`src/rtl/alu_pipe.sv`:
```
// Registered ALU with valid/ready handshakes, status flags and an iterative
// shift-and-add unsigned multiplier that takes WIDTH cycles.
module alu_pipe #(
    parameter int WIDTH = 64,
    parameter int OPW   = 4
) (
    input  logic             clk,
    input  logic             reset,
    input  logic             in_valid,
    output logic             in_ready,
    input  logic [WIDTH-1:0] A,
    input  logic [WIDTH-1:0] B,
    input  logic [OPW-1:0]   op,
    output logic             out_valid,
    input  logic             out_ready,
    output logic [WIDTH-1:0] out,
    output logic             zero,
    output logic             carry,
    output logic             ovf,
    output logic             bad_op
);

    localparam int SHW  = $clog2(WIDTH);
    localparam int CNTW = SHW + 1;

    localparam logic [OPW-1:0] OP_ADD = OPW'(0);
    localparam logic [OPW-1:0] OP_SUB = OPW'(1);
    localparam logic [OPW-1:0] OP_AND = OPW'(2);
    localparam logic [OPW-1:0] OP_OR  = OPW'(3);
    localparam logic [OPW-1:0] OP_EQ  = OPW'(4);
    localparam logic [OPW-1:0] OP_XOR = OPW'(5);
    localparam logic [OPW-1:0] OP_SLL = OPW'(6);
    localparam logic [OPW-1:0] OP_SRL = OPW'(7);
    localparam logic [OPW-1:0] OP_MUL = OPW'(8);

    typedef enum logic [1:0] {IDLE, MUL, DONE} state_t;

    state_t             state_q, state_d;
    logic [WIDTH-1:0]   out_q, out_d;
    logic               zero_q, zero_d;
    logic               carry_q, carry_d;
    logic               ovf_q, ovf_d;
    logic               badop_q, badop_d;
    logic [CNTW-1:0]    cnt_q, cnt_d;
    logic [2*WIDTH-1:0] acc_q, acc_d;
    logic [2*WIDTH-1:0] mcand_q, mcand_d;
    logic [WIDTH-1:0]   mplier_q, mplier_d;

    logic [WIDTH:0]     sum;
    logic [WIDTH-1:0]   aluRes;
    logic               aluCarry;
    logic               aluBad;
    logic [2*WIDTH-1:0] accSum;

    // Single-cycle result; MUL is handled by the iterative datapath instead.
    always_comb begin
        sum      = {1'b0, A} + {1'b0, B};
        aluRes   = '0;
        aluCarry = 1'b0;
        aluBad   = 1'b0;
        case (op)
            OP_ADD: begin
                aluRes   = sum[WIDTH-1:0];
                aluCarry = sum[WIDTH];
            end
            OP_SUB: begin
                aluRes   = A - B;
                aluCarry = (A < B);
            end
            OP_AND: aluRes = A & B;
            OP_OR:  aluRes = A | B;
            OP_EQ:  aluRes = {{(WIDTH-1){1'b0}}, (A == B)};
            OP_XOR: aluRes = A ^ B;
            OP_SLL: aluRes = A << B[SHW-1:0];
            OP_SRL: aluRes = A >> B[SHW-1:0];
            OP_MUL: aluRes = '0;
            default: aluBad = 1'b1;
        endcase
    end

    assign accSum = acc_q + (mplier_q[0] ? mcand_q : '0);

    always_comb begin
        state_d  = state_q;
        out_d    = out_q;
        zero_d   = zero_q;
        carry_d  = carry_q;
        ovf_d    = ovf_q;
        badop_d  = badop_q;
        cnt_d    = cnt_q;
        acc_d    = acc_q;
        mcand_d  = mcand_q;
        mplier_d = mplier_q;
        case (state_q)
            IDLE: begin
                if (in_valid) begin
                    if (op == OP_MUL) begin
                        mcand_d  = {{WIDTH{1'b0}}, A};
                        mplier_d = B;
                        acc_d    = '0;
                        cnt_d    = CNTW'(WIDTH);
                        state_d  = MUL;
                    end else begin
                        out_d   = aluRes;
                        zero_d  = (aluRes == '0);
                        carry_d = aluCarry;
                        ovf_d   = 1'b0;
                        badop_d = aluBad;
                        state_d = DONE;
                    end
                end
            end
            MUL: begin
                acc_d    = accSum;
                mcand_d  = mcand_q << 1;
                mplier_d = mplier_q >> 1;
                cnt_d    = cnt_q - CNTW'(1);
                // Last iteration: the product is complete in accSum.
                if (cnt_q == CNTW'(1)) begin
                    out_d   = accSum[WIDTH-1:0];
                    zero_d  = (accSum[WIDTH-1:0] == '0);
                    carry_d = 1'b0;
                    ovf_d   = |accSum[2*WIDTH-1:WIDTH];
                    badop_d = 1'b0;
                    state_d = DONE;
                end
            end
            DONE: begin
                if (out_ready) begin
                    state_d = IDLE;
                end
            end
            default: state_d = IDLE;
        endcase
    end

    always_ff @(posedge clk or posedge reset) begin
        if (reset) begin
            state_q  <= IDLE;
            out_q    <= '0;
            zero_q   <= 1'b0;
            carry_q  <= 1'b0;
            ovf_q    <= 1'b0;
            badop_q  <= 1'b0;
            cnt_q    <= '0;
            acc_q    <= '0;
            mcand_q  <= '0;
            mplier_q <= '0;
        end else begin
            state_q  <= state_d;
            out_q    <= out_d;
            zero_q   <= zero_d;
            carry_q  <= carry_d;
            ovf_q    <= ovf_d;
            badop_q  <= badop_d;
            cnt_q    <= cnt_d;
            acc_q    <= acc_d;
            mcand_q  <= mcand_d;
            mplier_q <= mplier_d;
        end
    end

    assign in_ready  = (state_q == IDLE);
    assign out_valid = (state_q == DONE);
    assign out       = out_q;
    assign zero      = zero_q;
    assign carry     = carry_q;
    assign ovf       = ovf_q;
    assign bad_op    = badop_q;

endmodule

```
`config.mk`:
```
export PLATFORM = sky130hd
export DESIGN_NAME = alu_pipe
export DESIGN_NICKNAME = d
export VERILOG_FILES = /design/src/rtl/alu_pipe.sv
export SDC_FILE = /design/constraint.sdc
export NUM_CORES = 2
export LEC_CHECK = 0
export ABC_AREA = 1
export CAP_MARGIN = 10
export CELL_PAD_IN_SITES_DETAIL_PLACEMENT = 0
export CELL_PAD_IN_SITES_GLOBAL_PLACEMENT = 1
export CORE_UTILIZATION = 35
export DETAILED_ROUTE_END_ITERATION = 16
export PLACE_DENSITY = 0.81
export SLEW_MARGIN = 20
export SYNTH_ARGS = -nofsm -noshare
export SYNTH_HDL_FRONTEND = slang
export SYNTH_SLANG_ARGS = --single-unit
export TNS_END_PERCENT = 1
```
`constraint.sdc`:
```
create_clock -name clk -period 13.94 [get_ports clk]
set_clock_uncertainty 0.05 [all_clocks]
set_input_delay 2.091 -clock clk [delete_from_list [all_inputs] [get_ports clk]]
set_output_delay 2.091 -clock clk [all_outputs]
set_load 0.01 [all_outputs]
```
==> flow_metrics.py <==
metrics = {
    "outcome": {
        "status": "finished clean",
    },
    "final_layout": {
        "nets": 10201,
        "drive_gt1_share_pct": 2.19,
        "instances_no_fill": 11789,
        "synthToLayoutAreaGrowth_pct": 11.0,
        "post-route-util_pct": 39.4,
        "layout_common_cells": "3474 x nand2_1, 1537 x inv_1, 1223 x nand3_1",
        "final_common_cell": "nand2_1",
    },
    "global_route": {
        "overflow": 0,
        "grt_max_degree": 165,
        "grt_util_all_layers_pct": 44.8,
        "grt_pass1_wl_mm": 478,
        "grt_pass1_vias": 63683,
        "antenna_found_initial": 28,
    },
    "setup_path": {
        "critical_path_required_ps": 14420,
        "crit_arrival_ps": 7020,
        "critPathLaunch": "B[1]",
        "cp_common_cell": "nand3_1",
        "critPathMaxFanout": 60,
        "max_stage_delay_ps": 1110,
        "crit_path_start_kind": "primary input",
        "reg2reg_from": "mplier_q[0]",
        "path_class": "primary input to flip-flop",
        "crit_path_end_kind": "flip-flop",
        "critPathTopFamily": "buffers and inverters",
        "critPathBufInv": 3,
        "cp_cell_sequence": "buf_4 > clkinv_2 > ha_1 > nor2_1 > nand3_1 > nand3_1 > nand3_1 > nand3_1 > nand2_1 > nand3_1 > nand3_1 > o21ai_0 > buf_4 > a31oi_1",
        "crit_slowest_cell": "o21ai_0",
    },
    "route": {
        "num_vias": 67928,
        "drc": 0,
        "wl_mm": 352,
        "avgViaCountPerCell": 5.76,
        "ant_nets": 0,
        "drt-wirelength-per-cell_um": 29.9,
        "first_pass_iters": 8,
        "drt_iter0_markers": 8731,
    },
    "sta": {
        "rsz0062_at_grt": "false",
        "maxSlewViolCount": 0,
        "fmax_mhz": 153,
        "period_needed_ps": 6540,
        "worst_pin_slew_ps": 1420,
        "setup_viol": 0,
        "max-slew-margin-rel_pct": 4.10,
        "fin_crit_sh_pct": 46.9,
        "final.setup.worst_slack_ps": 7400,
        "final-hold-violation-count": 0,
        "tns_ps": 0,
    },
    "cts": {
        "post_cts_buffers": 0,
        "cts_resized": 0,
        "clockBufferDepth": 3,
        "cts_tree": "done",
        "clk_latency_ps": 710,
        "clockRootBuffer": "clkbuf_16",
        "hold_buffers": 0,
        "path_clk_slew_ps": 60,
        "htreeDepth": 2,
        "cts_made_buffers": 53,
        "cts_sinks": 397,
    },
    "power_and_ir_drop": {
        "ir_worst_vdd_uv": 192,
        "power.leakage_nw": 32.0,
        "power.density_nw_per_um2": 98.2,
    },
    "logic_synthesis": {
        "netlist_area_um2": 52700,
        "yosys_warnings": 0,
        "ys_ff_latch": 397,
        "ys_seq_area_share_pct": 18.9,
        "syn_inst": 9731,
        "async_reset_ff_share_pct": 100,
        "ys.flop_type": "dfrtp_1",
        "synth_edf_count": 0,
        "synth.distinct_cells": 48,
        "syn_nets": 10209,
        "syn_avg_cell_area_um2": 5.41,
    },
    "placement": {
        "dp_cells": 11670,
        "preCtsSetupSlack_ps": 7060,
        "gp_congestion": 1.11,
        "hpwl_mm": 295,
        "port_buffers": 205,
    },
    "floorplan": {
        "die_area_um2": 152000,
        "initial_core_util_pct": 35.5,
        "chipWidth_um": 390,
        "die_h_um": 390,
        "rows": 141,
        "ios": 206,
        "core_um2": 149000,
    },
    "hold_path": {
        "hp-class": "flip-flop to flip-flop",
        "worstHoldStart": "ovf",
    },
    "job": {
        "max_cap_violations": 0,
    },
}
cell usage after synthesis (27+ instances only):
cell type	instances	share of area, %
a21oi_1	416	4.0
a22o_1	34	0.57
a31oi_1	104	1.2
buf_1	47	0.33
buf_2	114	1.1
clkbuf_1	179	1.3
dfrtp_1	397	19
ha_1	339	8.1
inv_1	1541	11
nand2_1	3477	25
nand3_1	1224	12
nand4_1	131	1.6
nor2_1	948	6.8
nor3_1	79	0.75
o211ai_1	74	1.1
o21ai_0	299	2.8
o21ai_1	27	0.26
o22ai_1	102	1.2
power by group:
group	internal [mW]	switching [mW]	total [mW]
clock	0.926	0.674	1.60
combinational	0.720	1.75	2.47
sequential	1.38	0.293	1.67
total	3.02	2.72	5.74
cell type report:
class,instances,area [um^2]
diodes,20,50.0
clock buffers,72,1490
clock inverters,27,455
fillers,17274,90100
inverters,1552,5860
multi-input cells,7432,35500
flip-flops and latches,397,9940
well taps,2002,2500
repair buffers,287,2690
cell families after synthesis:
| kind of cell | count (synthesis) | share of synthesized area, % |
|---|---|---|
| flops | 397 | 18.9 |
| simple gates | 5930 | 46.4 |
| xor+xnor | 14 | 0.233 |
| fa+ha+maj | 342 | 8.17 |
| buf+inv | 1902 | 13.9 |
| compound gates | 1146 | 12.5 |
worst min-delay path, cell delays in order, from the launching register on:
cell,delay (ps)
dfrtp_1,340
nand2_1,50
nand2_1,60
per-stage QoR:
stage	hold WS, ps	power [mW]	area, um^2
after floorplan	398	2.86	52700
after global placement	413	4.03	56500
after detailed placement	418	4.06	56500
after CTS	436	5.65	58400
after global routing	449	5.94	58400
final	436	5.74	58500
worst paths after layout:
path	endpoint	slack, ps	cells past startpoint
max in group asynchronous	mcand_q[49]	9620	4
worst max register to register	ovf	7500	21
min in group asynchronous	out[21]	1890	2
worst max-delay path	out[21]	7400	14
worst min-delay path	ovf	440	2
worst min register to register	ovf	440	2
routing by layer:
metal	up-vias	track usage, %	share of wire (%)
li1	30918	-	-
met1	32314	53.3	38
met2	3746	70.5	44
met3	934	8.84	9.3
met4	16	35.0	9.3
met5	-	0	0.031
sequential cells by signal, summed over array words and instances, names as in the netlist:
name / count
cnt_q: 7
zero: 1
acc_q: 128
ovf: 1
state_q: 2
bad_op: 1
mcand_q: 128
mplier_q: 64
carry: 1
out: 64
(Power assumes the default switching activity.)
